<file path="src/rtl/vr_pkg.sv">
// Shared types and helpers for the valid/ready traffic source.
package vr_pkg;

  typedef enum logic [1:0] {IDLE, GAP, SEND, DONE} vr_state_e;

  localparam logic [15:0] LFSR_TAPS = 16'hB400;
  localparam int          GAP_W     = 3;

  // One step of the right-shifting Galois LFSR, x^16+x^14+x^13+x^11+1.
  function automatic logic [15:0] lfsr_step(input logic [15:0] s);
    return s[0] ? ((s >> 1) ^ LFSR_TAPS) : (s >> 1);
  endfunction

  // Idle-gap length for one draw; zero means no gap.
  function automatic logic [GAP_W-1:0] gap_draw(
    input logic [7:0]       hi,
    input logic [GAP_W-1:0] lo,
    input logic             en,
    input logic [7:0]       thresh
  );
    return (en && (hi < thresh)) ? lo : '0;
  endfunction

endpackage

</file>
<file path="src/rtl/vr_lfsr16.sv">
// Free-running 16-bit Galois LFSR; private instance so the source's gap
// pattern is independent of the receiver's generator.
module vr_lfsr16 import vr_pkg::*; #(
  parameter logic [15:0] SEED = 16'hACE1
) (
  input  logic        clk,
  input  logic        rst_n,
  output logic [15:0] lfsr
);

  always_ff @(posedge clk) begin
    if (!rst_n) lfsr <= SEED;
    else        lfsr <= lfsr_step(lfsr);
  end

endmodule

</file>
<file path="src/rtl/vr_source.sv">
// Valid/ready beat source: sends num_beats payloads DATA_BASE+i with optional
// pseudo-random idle gaps, and counts backpressure stall cycles.
module vr_source import vr_pkg::*; #(
  parameter int                DATA_W     = 8,
  parameter int                COUNT_W    = 16,
  parameter logic [15:0]       SEED       = 16'hACE1,
  parameter bit                GAP_EN     = 1'b1,
  parameter logic [7:0]        GAP_THRESH = 8'd64,
  parameter logic [DATA_W-1:0] DATA_BASE  = 'h10
) (
  input  logic               clk,
  input  logic               rst_n,
  input  logic               start,
  input  logic [COUNT_W-1:0] num_beats,
  output logic               valid,
  output logic [DATA_W-1:0]  data,
  input  logic               ready,
  output logic               busy,
  output logic               done,
  output logic [15:0]        stall_cnt
);

  localparam logic [COUNT_W-1:0] C_ONE = COUNT_W'(1);
  localparam logic [GAP_W-1:0]   G_ONE = GAP_W'(1);

  vr_state_e          state_q, state_d;
  logic [COUNT_W-1:0] beat_q, beat_d;
  logic [COUNT_W-1:0] num_q, num_d;
  logic [GAP_W-1:0]   gap_q, gap_d;
  logic               valid_d;
  logic [DATA_W-1:0]  data_d;
  logic [15:0]        stall_d;
  logic [15:0]        lfsr;
  logic [GAP_W-1:0]   gap;
  logic               hs;
  logic               lfsr_unused;

  vr_lfsr16 #(.SEED(SEED)) u_lfsr (
    .clk   (clk),
    .rst_n (rst_n),
    .lfsr  (lfsr)
  );

  assign lfsr_unused = ^lfsr[7:GAP_W];
  assign gap  = gap_draw(lfsr[15:8], lfsr[GAP_W-1:0], GAP_EN, GAP_THRESH);
  assign hs   = valid && ready;
  assign busy = (state_q == GAP) || (state_q == SEND);
  assign done = (state_q == DONE);

  always_comb begin
    state_d = state_q;
    beat_d  = beat_q;
    num_d   = num_q;
    gap_d   = gap_q;
    valid_d = valid;
    data_d  = data;
    stall_d = stall_cnt;
    if (valid && !ready && (stall_cnt != 16'hFFFF)) stall_d = stall_cnt + 16'd1;
    case (state_q)
      IDLE: begin
        if (start) begin
          num_d   = num_beats;
          beat_d  = '0;
          stall_d = '0;
          if (num_beats == '0) begin
            state_d = DONE;
          end else if (gap != '0) begin
            gap_d   = gap;
            state_d = GAP;
          end else begin
            valid_d = 1'b1;
            data_d  = DATA_BASE;
            state_d = SEND;
          end
        end
      end
      GAP: begin
        gap_d = gap_q - G_ONE;
        if (gap_q == G_ONE) begin
          valid_d = 1'b1;
          data_d  = DATA_BASE + DATA_W'(beat_q);
          state_d = SEND;
        end
      end
      SEND: begin
        if (hs) begin
          beat_d = beat_q + C_ONE;
          if (beat_q == num_q - C_ONE) begin
            valid_d = 1'b0;
            state_d = DONE;
          end else if (gap != '0) begin
            valid_d = 1'b0;
            gap_d   = gap;
            state_d = GAP;
          end else begin
            // Back-to-back: next payload presented on the same edge.
            data_d = DATA_BASE + DATA_W'(beat_q + C_ONE);
          end
        end
      end
      DONE: state_d = IDLE;
      default: state_d = IDLE;
    endcase
  end

  always_ff @(posedge clk) begin
    if (!rst_n) begin
      state_q   <= IDLE;
      beat_q    <= '0;
      num_q     <= '0;
      gap_q     <= '0;
      valid     <= 1'b0;
      data      <= '0;
      stall_cnt <= '0;
    end else begin
      state_q   <= state_d;
      beat_q    <= beat_d;
      num_q     <= num_d;
      gap_q     <= gap_d;
      valid     <= valid_d;
      data      <= data_d;
      stall_cnt <= stall_d;
    end
  end

endmodule

</file>
<file path="config.mk">
export PLATFORM = sky130hd
export DESIGN_NAME = vr_source
export DESIGN_NICKNAME = d
export VERILOG_FILES = /design/src/rtl/vr_pkg.sv /design/src/rtl/vr_lfsr16.sv /design/src/rtl/vr_source.sv
export SDC_FILE = /design/constraint.sdc
export NUM_CORES = 1
export LEC_CHECK = 0
export ABC_AREA = 1
export CORE_ASPECT_RATIO = 0.7
export CORE_UTILIZATION = 60
export CTS_CLUSTER_DIAMETER = 40
export CTS_CLUSTER_SIZE = 20
export DETAILED_ROUTE_END_ITERATION = 10
export GPL_TIMING_DRIVEN = 0
export PLACE_DENSITY = 0.86
export SLEW_MARGIN = 20
export SYNTH_ARGS = -nofsm -noshare
export SYNTH_HDL_FRONTEND = slang
export SYNTH_SLANG_ARGS = --single-unit
</file>
<file path="constraint.sdc">
create_clock -name clk -period 3.49 [get_ports clk]
set_input_delay 1.047 -clock clk [delete_from_list [all_inputs] [get_ports clk]]
set_output_delay 1.047 -clock clk [all_outputs]
set_load 0.005 [all_outputs]
</file>
==> flow_metrics.env, run 1 <==
export IMPL_run_status="finished, final reports clean"
export IMPL_globalRouteOverflowTotal=0
export IMPL_power_density_mw_per_mm2=676
export IMPL_max_slew_margin_rel_pct=31.7
export IMPL_power_leakage_uw=0.00231
export IMPL_finalSetupTns_ns=0
export IMPL_layout_cells_most_common_list="151 x nand2_1, 106 x nor2_1, 87 x inv_1"
export IMPL_htreeDepth=3
export IMPL_cts_inserted_buffers=9
export IMPL_hold_end="u_lfsr.lfsr[6]"
export IMPL_layout_commonest_cell="nand2_1"
export IMPL_period_share_pct=85.2
export IMPL_synth_cell_types=33
export IMPL_groute_usage_overall_pct=30.9
export IMPL_final_hold_violation_count=0
export IMPL_setup_viol=0
export IMPL_asyncSetResetFlopFracSynth_pct=0
export IMPL_floorplan_core_area_mm2=0.00691
export IMPL_maximum_number_of_pins_on_one_net_before_global_route_repair=15
export IMPL_tightest_slew_ns=1.01
export IMPL_routed_via_count=4471
export IMPL_detail_route_first_pass_iterations=8
export IMPL_worst_setup_path_startpoint="start"
export IMPL_syn_avg_cell_area_um2=6.53
export IMPL_drt_iter0_drc=331
export IMPL_regToRegStartpoint="state_q[0]"
export IMPL_chipHeight_um=73.6
export IMPL_rsz0062_at_grt="false"
export IMPL_gp_congestion=0.909
export IMPL_fp_dieArea_mm2=0.00768
export IMPL_drc_errors=0
export IMPL_syn_instance_count=673
export IMPL_timing_critical_path_fanout_max=10
export IMPL_path_clk_slew_ns=0.09
export IMPL_cp_arrival_ns=3.25
export IMPL_cp_buffers_inverters=4
export IMPL_path_class="in -> reg"
export IMPL_final_max_slew_violation_count=0
export IMPL_ir_drop_uv=402
export IMPL_antenna_diode_count=0
export IMPL_floorplan_initialDensity_pct=63.6
export IMPL_reg2reg_depth=8
export IMPL_ys_warnings_count=0
export IMPL_ctsRootBufferMaster="clkbuf_8"
export IMPL_timing_critical_path_cells="clkdlybuf4s50_1 > nand2_1 > clkinv_1 > nor2_1 > inv_1 > clkbuf_1 > a211oi_1"
export IMPL_synth_seq_area_share_pct=35.5
export IMPL_nets_finish=761
export IMPL_share_of_the_core_filled_with_cells_in_the_final_layout_pct=74.7
export IMPL_post_dp_hpwl_um=8690
export IMPL_worst_r2r_setup_slack_ns=0.90
export IMPL_ys_dominant_reg_cell="dfxtp_1"
export IMPL_clk_latency_ns=0.36
export IMPL_cts_sinks=78
export IMPL_crit_path_max_cell_delay_ns=0.44
export IMPL_fmaxAchievable_ghz=0.336
export IMPL_critical_path_top_delay_family="buffers and inverters"
export IMPL_nFillCells=565
export IMPL_cts_repair_resized=0
export IMPL_timing_max_cap_violations=0
export IMPL_hold_class="reg -> reg"
export IMPL_required_ns=3.76
export IMPL_mappedNetlistNets=704
export IMPL_clock_tree_from_tritoncts="yes"
export IMPL_wl_um=11300
export IMPL_drt_vias_per_instance=5.39
export IMPL_post_drt_wl_per_cell_um=13.7
export IMPL_period_minus_slack_ns=2.97
export IMPL_finalHoldWorstSlack_ns=0.418
export IMPL_grt_first_pass_wirelength_um=18500
export IMPL_ctsHoldBuffers=0
export IMPL_floorplan_io_pins=47
export IMPL_ant_nets=0
export IMPL_r2r_end="stall_cnt[15]"
export IMPL_number_of_flops_mapped_to_enable_cells_by_yosys=0
export IMPL_synth_seq_cells=78
export IMPL_hold_path_startpoint="u_lfsr.lfsr[7]"
export IMPL_final_layout_size_suffix_gt1_share_pct=5.99
export IMPL_die_w_um=104
export IMPL_critPathCaptureType="flip-flop"
export IMPL_hold_depth=1
export IMPL_synthToLayoutAreaGrowth_pct=17.5
export IMPL_cts_path_max_buffers=2
export IMPL_port_buffer_count=46
export IMPL_first_global_vias=3998
export IMPL_setup_worst_path_start_class="input port"
export IMPL_syn_area_mm2=0.00440
export IMPL_number_of_antenna_violations_at_the_first_check_in_global_routing=0
export IMPL_slowest_stage="nor2_1"
export IMPL_placementRows=25
export IMPL_cts_repair_timing_setup_buffer_count=0
export IMPL_final_setup_skew_ns=0.00969
-- logic make-up after synthesis --
group,Yosys count,synth area share (%)
fa+ha+maj,11,3.13
simple gates,353,34.6
xor+xnor,29,5.78
flops,78,35.5
compound gates,97,11.7
buf+inv,105,9.31
-- flip-flops by register name (all words and copies together), names as in the netlist --
signal       flops
beat_q          16
num_q           16
stall_cnt       16
u_lfsr.lfsr     16
data             8
gap_q            3
state_q          2
valid            1
-- through the flow --
step           instances  instance area, um2  total power [uW]  setup WS, ns
2_1_floorplan        673                4400              2330          1.15
3_3_place_gp         813                4970              2710         0.294
6_report             829                5160              3490         0.517
5_1_grt              829                5160              3760         0.394
3_5_place_dp         813                4970              2790         0.238
4_1_cts              829                5160              3450         0.607
-- power by group --
group	switching [uW]	internal [uW]	total (uW)
combinational	1040	594	1640
clock	356	304	659
sequential	147	1050	1190
total	1550	1940	3490
-- how the worst max path moves through the flow --
| stage | to | cells after the start |
|---|---|---|
| 4_1_cts | stall_cnt[15] | 7 |
| 6_report | stall_cnt[15] | 7 |
| 3_5_place_dp | beat_q[14] | 13 |
| 2_1_floorplan | beat_q[14] | 12 |
| 5_1_grt | beat_q[14] | 13 |
| 3_3_place_gp | stall_cnt[15] | 7 |
-- cells in the mapped netlist (all sizes together) (2+ instances only) --
master  number  share of area (%)
nand2      154                 13
nor2       113                 10
inv         88                7.5
dfxtp       78                 36
o21ai       53                6.0
nand3       51                5.8
a21oi       34                4.0
xor2        17                3.4
xnor2       12                2.4
ha          11                3.1
clkbuf      10               0.91
or2          8                1.1
nor3         7               0.80
nand3b       6                1.0
nand4        6                1.0
a211oi       5               0.85
buf          5               0.71
nor4         4               0.57
nor3b        3               0.51
a31oi        2               0.28
clkinv       2               0.17
-- metal layers --
| metal | vias up | GRT usage, % | part of all wire (%) |
|---|---|---|---|
| li1 | 2251 | - | - |
| met5 | - | 0 | 0 |
| met3 | 22 | 8.07 | 9.6 |
| met1 | 1981 | 41.8 | 47 |
| met2 | 217 | 48.5 | 42 |
| met4 | 0 | 10.2 | 1.6 |
-- layout make-up --
type	instances	area [um2]	area share, %
Multi-Input combinational cell	490	2420	46.9
Sequential cell	78	1560	30.2
Timing Repair Buffer	46	460	8.91
Inverter	90	338	6.54
Clock buffer	11	151	2.93
Tap cell	94	118	2.28
Buffer	15	71.3	1.38
Clock inverter	5	40.0	0.775
Power figures use the tool's default switching activity.
==> run 2, diff against run 1 <==
--- a/config.mk
+++ b/config.mk
@@ -12,6 +12,7 @@
 export CTS_CLUSTER_SIZE = 20
 export DETAILED_ROUTE_END_ITERATION = 10
 export GPL_TIMING_DRIVEN = 0
+export MAX_ROUTING_LAYER = met4
 export PLACE_DENSITY = 0.86
 export SLEW_MARGIN = 20
 export SYNTH_ARGS = -nofsm -noshare
==> run 2 against run 1 <==
  * Wire length increased by 0.13%
  * Via count increased by 1.7%
  * Clock-buffer cell count decreased by 2
  * Combinational power about the same
  * Final area increased by 0.15%
  * Critical endpoint unchanged
==> flow_metrics.env, run 2 (synthesized netlist as in run 1, its figures left out) <==
export IMPL_ctsRootBufferMaster="clkbuf_8"
export IMPL_floorplan_io_pins=47
export IMPL_fmaxAchievable_ghz=0.337
export IMPL_floorplan_initialDensity_pct=63.6
export IMPL_finalSetupTns_ns=0
export IMPL_post_drt_wl_per_cell_um=13.7
export IMPL_fp_dieArea_mm2=0.00768
export IMPL_gp_congestion=0.920
export IMPL_met3_track_utilization_from_global_routing_pct=7.01
export IMPL_cts_repair_timing_setup_buffer_count=0
export IMPL_grtUsageMet1_pct=42.2
export IMPL_groute_usage_overall_pct=31.6
export IMPL_die_w_um=104
export IMPL_globalRouteMet2Util_pct=46.5
export IMPL_ctsHoldBuffers=0
export IMPL_tightest_slew_ns=1.04
export IMPL_critical_path_top_delay_family="buffers and inverters"
export IMPL_max_slew_margin_rel_pct=30.2
export IMPL_path_class="in -> reg"
export IMPL_cts_path_max_buffers=2
export IMPL_antenna_diode_count=0
export IMPL_drt_iter0_drc=309
export IMPL_placedInstanceArea_mm2=0.00497
export IMPL_required_ns=3.76
export IMPL_cp_arrival_ns=3.24
export IMPL_cp_buffers_inverters=4
export IMPL_drt_vias_per_instance=5.49
export IMPL_setup_viol=0
export IMPL_power_leakage_uw=0.00231
export IMPL_globalRouteOverflowTotal=0
export IMPL_maximum_number_of_pins_on_one_net_before_global_route_repair=18
export IMPL_grt_first_pass_wirelength_um=18200
export IMPL_timing_max_cap_violations=0
export IMPL_routed_via_count=4549
export IMPL_hold_class="reg -> reg"
export IMPL_synthToLayoutAreaGrowth_pct=17.7
export IMPL_ant_nets=0
export IMPL_cts_sinks=78
export IMPL_chipHeight_um=73.6
export IMPL_postLayoutCellArea_mm2=0.00517
export IMPL_first_global_vias=4008
export IMPL_period_minus_slack_ns=2.97
export IMPL_run_status="finished, final reports clean"
export IMPL_power_density_mw_per_mm2=678
export IMPL_detail_route_first_pass_iterations=5
export IMPL_placementRows=25
export IMPL_share_of_the_core_filled_with_cells_in_the_final_layout_pct=74.8
export IMPL_drc_errors=0
export IMPL_clock_tree_from_tritoncts="yes"
export IMPL_cts_inserted_buffers=9
export IMPL_number_of_antenna_violations_at_the_first_check_in_global_routing=0
export IMPL_path_clk_slew_ns=0.09
export IMPL_final_setup_skew_ns=0.00842
export IMPL_layout_cells_most_common_list="151 x nand2_1, 106 x nor2_1, 87 x inv_1"
export IMPL_rsz0062_at_grt="false"
export IMPL_final_hold_violation_count=0
export IMPL_period_share_pct=85.1
export IMPL_ir_drop_uv=360
export IMPL_timing_critical_path_fanout_max=10
export IMPL_wl_um=11400
export IMPL_timing_critical_path_cells="clkdlybuf4s50_1 > nand2_1 > clkinv_1 > nor2_1 > inv_1 > clkbuf_1 > a211oi_1"
export IMPL_setup_worst_path_start_class="input port"
export IMPL_port_buffer_count=46
export IMPL_layout_commonest_cell="nand2_1"
export IMPL_post_dp_hpwl_um=8700
export IMPL_htreeDepth=3
export IMPL_cts_repair_resized=0
export IMPL_slowest_stage="nor2_1"
export IMPL_floorplan_core_area_mm2=0.00691
export IMPL_final_max_slew_violation_count=0
export IMPL_nFillCells=561
export IMPL_crit_path_max_cell_delay_ns=0.45
export IMPL_critPathCaptureType="flip-flop"
export IMPL_clk_latency_ns=0.36
export IMPL_nets_finish=761
export IMPL_global_route_peak_usage_layer="met2"
export IMPL_final_layout_size_suffix_gt1_share_pct=5.99
==> run 2: area by class of cell <==
cell class                 instances  area, um2  share of cell area, %
sequential                        78       1560                   30.2
clock buffer                       9        124                   2.39
timing repair buffer              46        460                   8.90
inverter                          90        338                   6.53
buffer                            15       71.3                   1.38
tap                               94        118                   2.27
multi-input combinational        490       2420                   46.9
clock inverter                     7       75.1                   1.45
==> run 2: per-stage QoR <==
stage | std cells | setup WS [ns] | total power, uW | hold slack (ns)
6_report | 829 | 0.521 | 3510 | 0.425
5_1_grt | 829 | 0.406 | 3770 | 0.443
4_1_cts | 829 | 0.566 | 3480 | 0.430
3_5_place_dp | 813 | 0.186 | 2790 | 0.408
3_3_place_gp | 813 | 0.281 | 2710 | 0.396
2_1_floorplan | 673 | 1.15 | 2330 | 0.390
==> run 2: report_power, final <==
part | internal [uW] | switching (uW)
combinational | 595 | 1040
clock | 284 | 400
sequential | 1050 | 146
total | 1920 | 1580
==> run 2: routing by layer <==
layer	up-vias	wire, um
li1	2263	-
met1	2065	5370
met2	197	4750
met3	24	1030
met4	0	200
met5	-	0
==> run 2: path summary, 6_finish.rpt <==
path	from	end	slack (ns)	depth (start not counted)
worst max-delay path	start	stall_cnt[15]	0.52	7
worst min-delay path	u_lfsr.lfsr[7]	u_lfsr.lfsr[6]	0.43	1
worst max register to register	state_q[0]	stall_cnt[15]	0.89	8
worst min register to register	u_lfsr.lfsr[7]	u_lfsr.lfsr[6]	0.43	1
==> run 3, diff against run 2 <==
==> constraint.sdc (replaced) <==
create_clock -name clk -period 3.8 [get_ports clk]
set_input_delay 1.14 -clock clk [delete_from_list [all_inputs] [get_ports clk]]
set_output_delay 1.14 -clock clk [all_outputs]
set_load 0.005 [all_outputs]
==> results of run 3 <==
Same layout as run 2 (identical final DEF). Status: finished, final reports clean.
Main changes from that run: setup slack after placement 0.186 ns -> 0.403 ns; setup slack after layout 0.521 ns -> 0.738 ns; register-to-register setup slack 0.89 ns -> 1.20 ns; total power 3510 uW -> 3220 uW; worst IR drop on VDD 360 uV -> 330 uV
